`config.mk`:
```
export PLATFORM = sky130hd
export DESIGN_NAME = fetch_unit
export DESIGN_NICKNAME = d
export VERILOG_FILES = /design/src/rtl/fetch_unit.sv
export SDC_FILE = /design/constraint.sdc
export NUM_CORES = 1
export LEC_CHECK = 0
export ABC_AREA = 1
export ABC_CLOCK_PERIOD_IN_PS = 2700
export BUFFER_PORTS_ARGS = -buffer_cell sky130_fd_sc_hd__buf_4
export CAP_MARGIN = 10
export CORE_MARGIN = 2
export CORE_UTILIZATION = 30
export DETAILED_ROUTE_END_ITERATION = 16
export PLACE_DENSITY = 0.53
export SETUP_SLACK_MARGIN = 0.4
export SKIP_CTS_REPAIR_TIMING = 1
export SYNTH_ARGS = -nofsm -noshare
export SYNTH_HDL_FRONTEND = slang
export SYNTH_SLANG_ARGS = --single-unit
```
`constraint.sdc`:
```
create_clock -name i_clock -period 2.7 [get_ports i_clock]
set_clock_uncertainty 0.1 [all_clocks]
set_input_delay 0.405 -clock i_clock [delete_from_list [all_inputs] [get_ports i_clock]]
set_output_delay 0.405 -clock i_clock [all_outputs]
set_load 0.005 [all_outputs]
```
`src/rtl/fetch_unit.sv`:
```
// Instruction fetch stage: drives the instruction memory address, keeps a 2-entry
// FIFO of fetched words, and supports jump redirect and halt on HALT_OP.
module fetch_unit #(
    parameter int          ADDR_W  = 4,
    parameter int          DATA_W  = 16,
    parameter logic [3:0]  HALT_OP = 4'b1111
) (
    input  logic              i_clock,
    input  logic              i_reset_n,
    input  logic              i_run,
    output logic [ADDR_W-1:0] o_mem_address,
    output logic              o_mem_wren,
    input  logic [DATA_W-1:0] i_mem_q,
    input  logic              i_jump,
    input  logic [ADDR_W-1:0] i_jump_target,
    output logic [DATA_W-1:0] o_instr,
    output logic [ADDR_W-1:0] o_instr_pc,
    output logic [3:0]        o_opcode,
    output logic [2:0]        o_rx,
    output logic [2:0]        o_ry,
    output logic [2:0]        o_rz,
    output logic              o_instr_valid,
    input  logic              i_instr_ready,
    output logic              o_halted
);

    // state   | meaning
    // IDLE    | not fetching; buffer and pending response retained
    // FETCH   | issuing one address per edge while buffer space allows
    // HALTED  | HALT word captured; no issue until a jump
    typedef enum logic [1:0] {S_IDLE, S_FETCH, S_HALTED} state_t;

    state_t              r_state;
    state_t              w_state_nx;
    logic [ADDR_W-1:0]   r_pc;
    logic [ADDR_W-1:0]   r_pend_pc;
    logic                r_pending;
    logic [1:0]          r_count;
    logic [DATA_W-1:0]   r_buf_data0, r_buf_data1;
    logic [ADDR_W-1:0]   r_buf_pc0, r_buf_pc1;

    logic                w_pop;
    logic                w_push;
    logic                w_halt_det;
    logic                w_can_fetch;
    logic                w_issue;
    logic [2:0]          w_occ;

    assign w_pop      = o_instr_valid & i_instr_ready;
    assign w_push     = r_pending & ~i_jump;
    assign w_halt_det = w_push & (i_mem_q[DATA_W-1 -: 4] == HALT_OP);
    // Slots already committed after this edge: held entries plus the one in flight.
    assign w_occ      = {1'b0, r_count} + {2'b0, r_pending} - {2'b0, w_pop};

    always_comb begin
        w_state_nx  = r_state;
        w_can_fetch = 1'b0;
        if (i_jump) begin
            w_state_nx = i_run ? S_FETCH : S_IDLE;
        end else begin
            case (r_state)
                S_IDLE: begin
                    if (i_run) begin
                        w_state_nx  = S_FETCH;
                        w_can_fetch = 1'b1;
                    end
                end
                S_FETCH: begin
                    if (!i_run) w_state_nx = S_IDLE;
                    else        w_can_fetch = 1'b1;
                end
                default: w_state_nx = S_HALTED;
            endcase
            if (w_halt_det) w_state_nx = S_HALTED;
        end
        w_issue = w_can_fetch & ~w_halt_det & (w_occ < 3'd2);
    end

    always_ff @(posedge i_clock or negedge i_reset_n) begin
        if (!i_reset_n) begin
            r_state   <= S_IDLE;
            r_pc      <= '0;
            r_pend_pc <= '0;
            r_pending <= 1'b0;
        end else begin
            r_state   <= w_state_nx;
            r_pending <= w_issue;
            if (w_issue) r_pend_pc <= r_pc;
            if (i_jump)       r_pc <= i_jump_target;
            else if (w_issue) r_pc <= r_pc + ADDR_W'(1);
        end
    end

    // FIFO with entry 0 as head; jump flushes but leaves stale data invisible.
    always_ff @(posedge i_clock or negedge i_reset_n) begin
        if (!i_reset_n) begin
            r_count     <= 2'd0;
            r_buf_data0 <= '0;
            r_buf_data1 <= '0;
            r_buf_pc0   <= '0;
            r_buf_pc1   <= '0;
        end else if (i_jump) begin
            r_count <= 2'd0;
        end else begin
            case ({w_push, w_pop})
                2'b10: begin
                    if (r_count == 2'd0) begin
                        r_buf_data0 <= i_mem_q;
                        r_buf_pc0   <= r_pend_pc;
                    end else begin
                        r_buf_data1 <= i_mem_q;
                        r_buf_pc1   <= r_pend_pc;
                    end
                    r_count <= r_count + 2'd1;
                end
                2'b01: begin
                    r_buf_data0 <= r_buf_data1;
                    r_buf_pc0   <= r_buf_pc1;
                    r_count     <= r_count - 2'd1;
                end
                2'b11: begin
                    if (r_count == 2'd1) begin
                        r_buf_data0 <= i_mem_q;
                        r_buf_pc0   <= r_pend_pc;
                    end else begin
                        r_buf_data0 <= r_buf_data1;
                        r_buf_pc0   <= r_buf_pc1;
                        r_buf_data1 <= i_mem_q;
                        r_buf_pc1   <= r_pend_pc;
                    end
                end
                default: ;
            endcase
        end
    end

    assign o_mem_address = r_pc;
    assign o_mem_wren    = 1'b0;
    assign o_instr       = r_buf_data0;
    assign o_instr_pc    = r_buf_pc0;
    assign o_opcode      = r_buf_data0[15:12];
    assign o_rx          = r_buf_data0[11:9];
    assign o_ry          = r_buf_data0[8:6];
    assign o_rz          = r_buf_data0[5:3];
    assign o_instr_valid = (r_count != 2'd0);
    assign o_halted      = (r_state == S_HALTED);

endmodule
```
* Yosys cells after proc, flatten, opt, wreduce, memory -nomap -nowiden
Cells that the tools add are included.
** Storage, ports and cells
- Input bits :: 25
- Register bits after elaboration :: 53
- Output and inout bits :: 40
** Cells by class
- Add/subtract/negate cells :: 5
- $lt $le $gt $ge :: 1
- Eq/ne operators :: 12
- Reductions and logical operators :: 11
- Multiplexer cells :: 25
- Bitwise operators :: 7
** Operators with widths (number)
- 16-bit 2-to-1 mux :: 4
- 16-bit one-hot mux with 3 select lines :: 1
- 16-bit one-hot mux with 2 select lines :: 1
- 4-bit 2-to-1 mux :: 6
- 4-bit one-hot mux with 3 select lines :: 1
- 2-bit 2-to-1 mux :: 5
- 4-bit != test, second input constant :: 2
- 2-bit one-hot mux with 2 select lines :: 2
- 4-bit one-hot mux with 2 select lines :: 1
- 2-bit by 1-bit == test with 1-bit output, second input constant :: 3
- 2-bit == test, second input constant :: 3
- 2-bit != test, second input constant :: 3
- 2-bit nonzero test :: 3
- 3-bit nonzero test :: 2
- 1-bit AND :: 5
- 4-bit by 1-bit adder with 4-bit output, second input constant :: 1
- 4-bit == test, second input constant :: 1
- 2-bit zero test :: 2
- 1-bit 2-to-1 mux :: 4
- 4-bit AND reduction :: 1
- 2-bit by 1-bit adder with 3-bit output :: 1
- 3-bit by 2-bit less-than comparator with 1-bit output, second input constant :: 1
- 3-bit AND reduction :: 1
- 3-bit by 1-bit subtractor with 3-bit output :: 1
- other kinds (5) :: 6

* Depth between registers and ports, before layout
- Depth in word-level cells :: 8
- Mapped depth :: 17
- Gate-level depth less buffers :: 16

* Worst setup path after synthesis
OpenSTA, ideal clock, no wires.
- Kind :: register to register
- Start :: register r_count[1]
- End :: register r_pend_pc[3]
- Cell stages (with the launch flop) :: 14
- Arrival :: 2.090 ns
- Setup slack :: 0.392 ns
- Data required time :: 2.482 ns
- Cell sequence :: dfrtp_1 > inv_1 > ha_1 > inv_1 > nand2_1 > nor2_1 > o21ai_0 > fa_1 > nand3_2 > nor2_2 > nand3_2 > buf_6 > nand2_1 > o21ai_2
** On the way
- Word-level cells in the longest chain between the ends :: 5
** RTL lines
- start, declared :: RTL line 38 : logic [1:0] r_count;
- start signal, assigned :: RTL line 114 : r_count <= r_count + 2'd1;
- start signal, assigned :: RTL line 119 : r_count <= r_count - 2'd1;
- 2-bit nonzero test :: RTL line 145 : assign o_instr_valid = (r_count != 2'd0);
- net o_instr_valid :: RTL line 22 : output logic o_instr_valid,
- 1-bit AND :: RTL line 49 : assign w_pop = o_instr_valid & i_instr_ready;
- 3-bit by 1-bit subtractor with 3-bit output :: RTL line 53 : assign w_occ = {1'b0, r_count} + {2'b0, r_pending} - {2'b0, w_pop};
- 3-bit by 2-bit less-than comparator with 1-bit output :: RTL line 76 : w_issue = w_can_fetch & ~w_halt_det & (w_occ < 3'd2);
- 1-bit AND :: RTL line 76
- end signal, assigned :: RTL line 88 : if (w_issue) r_pend_pc <= r_pc;
- end, declared :: RTL line 36 : logic [ADDR_W-1:0] r_pend_pc;
The timed path passes the listed nets, and every way through them passes these cells.
A chain may end at the register's enable or synchronous reset.

* Final worst setup path
- Start :: register r_count[0]
- End :: register r_pc[0], in the netlist o_mem_address[0]
** On the way
- Word-level cells in the longest chain between the ends :: 6
** RTL lines
- parallel branches: the longest is 2 deep, another holds 2-bit by 1-bit adder with 3-bit output
- 3-bit by 1-bit subtractor with 3-bit output * :: RTL line 53
- 3-bit by 2-bit less-than comparator with 1-bit output * :: RTL line 76
- 1-bit AND * :: RTL line 76
- 2-bit nonzero test (no line) *
- end signal, assigned :: RTL line 89 : if (i_jump) r_pc <= i_jump_target;
- end signal, assigned :: RTL line 90 : else if (w_issue) r_pc <= r_pc + ADDR_W'(1);
- end, declared :: RTL line 35 : logic [ADDR_W-1:0] r_pc;
Mark *: on every way between the ends.

==> out/summary.log <==
[power] power per standard cell area 954 nW/um2
[route] antenna-violating nets left 0
[synthesis] Yosys cell types 22
[die] Die H 97.6 um
[synthesis] top cell type's share of synthesized area 0.505
[critical_path] Crit path largest cell delay 0.54 ns
[final_layout] Area growth syn-to-layout 24.4%
[hold_path] worst hold path class in2async
[global_routing] largest net degree at the start of global routing 54
[timing] Max transition margin 0.521
[critical_path] Worst Setup Path Type reg2reg
[final_layout] number of filler instances in the final layout 909
[route] vias per cell 4.27
[final_layout] layout cells sized above 1 0.263
[critical_path] CP Max Fanout 6
[final_layout] antenna fix cells 0
[global_routing] initial antenna violation count 0
[cts] number of buffers on the longest clock path 2
[route] max layer used met4
[timing] worst-case hold slack 0.0292 ns
[timing] Final Setup Violations 0
[critical_path] data required time of the critical path 2.85 ns
[cts] H-tree levels 2
[route] number of DRC markers in iteration 0 105
[global_routing] Congestion Overflow GR 0
[synthesis] Yosys reg bits 53
[synthesis] Mapped Cells 332
[final_layout] sequential cell area 1330 um2
[cts] number of clock buffers inserted by TritonCTS 5
[final_layout] top library cells by usage in the layout, fill and taps aside sky130_fd_sc_hd__nand2_1, sky130_fd_sc_hd__buf_4, sky130_fd_sc_hd__dfrtp_1
[route] DRC Markers 0
[flow_run] reported max-cap violation count 0
[cts] Root Buffer sky130_fd_sc_hd__clkbuf_8
[synthesis] Seq/Total Area, Yosys 0.505
[synthesis] mean cell area of the mapped netlist 7.91 um2
[cts] clock transition at the registers of the reported paths 0.10 ns
[die] area of the die 9520 um2
[synthesis] Synth area leader sky130_fd_sc_hd__dfrtp_1
[timing] Final Hold Vio Count 0
[critical_path] Worst Path Arrival 2.54 ns
[placement] HPWL after detailed placement 3.64 mm
[global_routing] combined global-route utilization of all metal layers 0.117
[critical_path] reg-to-reg slack, setup 0.31 ns
[power] leakage power of the design 1.73 nW
[cts] insertion delay of the later-clocked pin in the worst-skew pair 0.30 ns
[synthesis] Cell Area, Synth 2630 um2
[final_layout] most common cell after layout, fill and taps aside sky130_fd_sc_hd__nand2_1
[die] core box area 8590 um2
[timing] shortest clock period the worst path allows after layout 2.39 ns
[final_layout] final-stage net count 412
[timing] setup TNS after final layout 0 ns
[route] total number of vias 2,102
[route] WL met1 2.67 mm
[route] Met2 Wirelength 2.79 mm
[placement] Final GP Congestion 0.726
[die] x dimension of the die 97.6 um
[final_layout] final core utilization 0.380
[critical_path] critical path capture point type register
[critical_path] path depth of the worst reg2reg path 14
[timing] peak clock frequency supported by timing 0.419 GHz
[synthesis] Yosys warnings 0
[global_routing] first-pass GRT wire length 9.23 mm
[timing] Tightest Pin Transition 0.718 ns
[synthesis] Post-Synthesis Net Count 361
[die] Placement Rows 34
[critical_path] element type at the critical path start register
[cts] TritonCTS clock tree built
[critical_path] Critical-path top delay cell sky130_fd_sc_hd__fa_2
[critical_path] end of the worst register-to-register path o_mem_address[0]$_DFFE_PN0P_
[final_layout] multi-input combinational cell area 1040 um2
[route] met3 wire length 177 um
[critical_path] endpoint of the worst setup timing path o_mem_address[0]$_DFFE_PN0P_
[synthesis] Area contributors post-synth sky130_fd_sc_hd__dfrtp_1, sky130_fd_sc_hd__nand2_1, sky130_fd_sc_hd__o21ai_0
[timing] max-slew violation count 0
[status] result of the run complete, no violations
[critical_path] launch point of the worst reg-to-reg path r_count[0]$_DFFE_PN0P_
[die] effective utilization at floorplan 0.306
[timing] setup repair after global routing missed its margin true
[timing] final period utilization 0.885
[placement] input/output buffers 63
[power] Max rail drop VDD 0.309 mV
[route] drt wl/cell 11.5 um
[critical_path] Critical Path, Cell by Cell inv_2, ha_4, inv_4, nand2_4, inv_4, nor2_4, o21ai_2, fa_2, nand3_2, nor2_4, nand3_4, nand2_4, nand2_2, nand2_1
[route] Final Routed Wirelength 5.67 mm
[die] number of primary I/O pins 65
[route] length of the first detailed-routing pass in iterations 4
[cts] clock sink total 53
[global_routing] via count of the first global-routing pass 1,953
[critical_path] worst setup path start r_count[0]$_DFFE_PN0P_
## through the flow
step / area (um2) / setup WS [ns] / instances / power [mW]
5_1_grt: 3270 / 0.192 / 492 / 3.40
6_report: 3270 / 0.311 / 492 / 3.12
3_5_place_dp: 3060 / 0.132 / 478 / 2.59
3_3_place_gp: 3060 / 0.209 / 478 / 2.55
4_1_cts: 3150 / 0.100 / 486 / 3.05
2_1_floorplan: 2630 / 0.429 / 332 / 2.14
## kinds of logic after synthesis
logic type               synth area share
AO/OA/AOI/OAI                      0.0948
XOR/XNOR                          0.00334
adder cells (fa/ha/maj)            0.0219
buffers and inverters               0.130
flip-flops                          0.505
other                             0.00143
AND/OR/NAND/NOR                     0.244
## worst max-delay path: cells and delay by family, from the launching register on
kind,cells,cell delay [ns]
and+or+nand+nor,8,0.78
DFF,1,0.44
adders and majority gates,2,0.70
AOI/OAI and AO/OA,1,0.08
buffers and inverters,3,0.23
## state kept, by name, indices dropped and copies added, names as in the netlist
signal         flops
r_pend_pc          4
r_count            2
r_buf_pc1          4
r_pending          1
r_buf_data1       16
r_state            2
o_mem_address      4
o_instr           16
o_instr_pc         4
## power breakdown
part | switching [mW] | internal, mW
combinational | 0.641 | 0.660
sequential | 0.231 | 1.14
clock | 0.263 | 0.186
## cells in the mapped netlist
cell,n
sky130_fd_sc_hd__clkbuf_1,4
sky130_fd_sc_hd__nor2_4,1
sky130_fd_sc_hd__buf_4,16
sky130_fd_sc_hd__inv_8,1
sky130_fd_sc_hd__nand2_1,123
sky130_fd_sc_hd__nor2_2,1
sky130_fd_sc_hd__nand3_2,2
sky130_fd_sc_hd__o21ai_0,26
sky130_fd_sc_hd__buf_6,4
sky130_fd_sc_hd__xnor2_1,1
sky130_fd_sc_hd__nor2_1,27
sky130_fd_sc_hd__buf_2,4
sky130_fd_sc_hd__o21ai_2,1
sky130_fd_sc_hd__conb_1,1
sky130_fd_sc_hd__dfrtp_1,53
sky130_fd_sc_hd__inv_1,32
sky130_fd_sc_hd__fa_1,1
sky130_fd_sc_hd__clkinv_4,1
sky130_fd_sc_hd__ha_1,3
sky130_fd_sc_hd__nand3_1,8
sky130_fd_sc_hd__o21ai_1,20
sky130_fd_sc_hd__a21oi_1,2
## worst min-delay path by stage
| stage | startpoint | endpoint | slack (ns) | cells after the start |
|---|---|---|---|---|
| finish | i_reset_n | o_instr[7]$_DFFE_PN0P_ | 0.03 | 1 |
| global route | i_reset_n | r_buf_data1[10]$_DFFE_PN0P_ | 0.09 | 1 |
| CTS | i_reset_n | o_instr[7]$_DFFE_PN0P_ | 0.06 | 1 |
| detailed placement | r_pend_pc[2]$_DFFE_PN0P_ | r_pend_pc[2]$_DFFE_PN0P_ | 0.37 | 2 |
| global placement | r_buf_data1[9]$_DFFE_PN0P_ | r_buf_data1[9]$_DFFE_PN0P_ | 0.37 | 2 |
| floorplan | i_reset_n | o_instr[0]$_DFFE_PN0P_ | 0.009 | 0 |
## layout make-up
cell class	instances	area share
Multi-Input combinational cell	218	0.319
Inverter	34	0.0444
Timing Repair Buffer	71	0.163
Tap cell	108	0.0414
Clock buffer	6	0.0222
Clock inverter	2	0.00421
Sequential cell	53	0.406
## layer usage
layer  up-vias  global-route usage
met5         -                   0
met4         0              0.0288
li1       1107                   -
met3         2              0.0201
met1       955               0.160
met2        38               0.192
(Power assumes the default switching activity.)
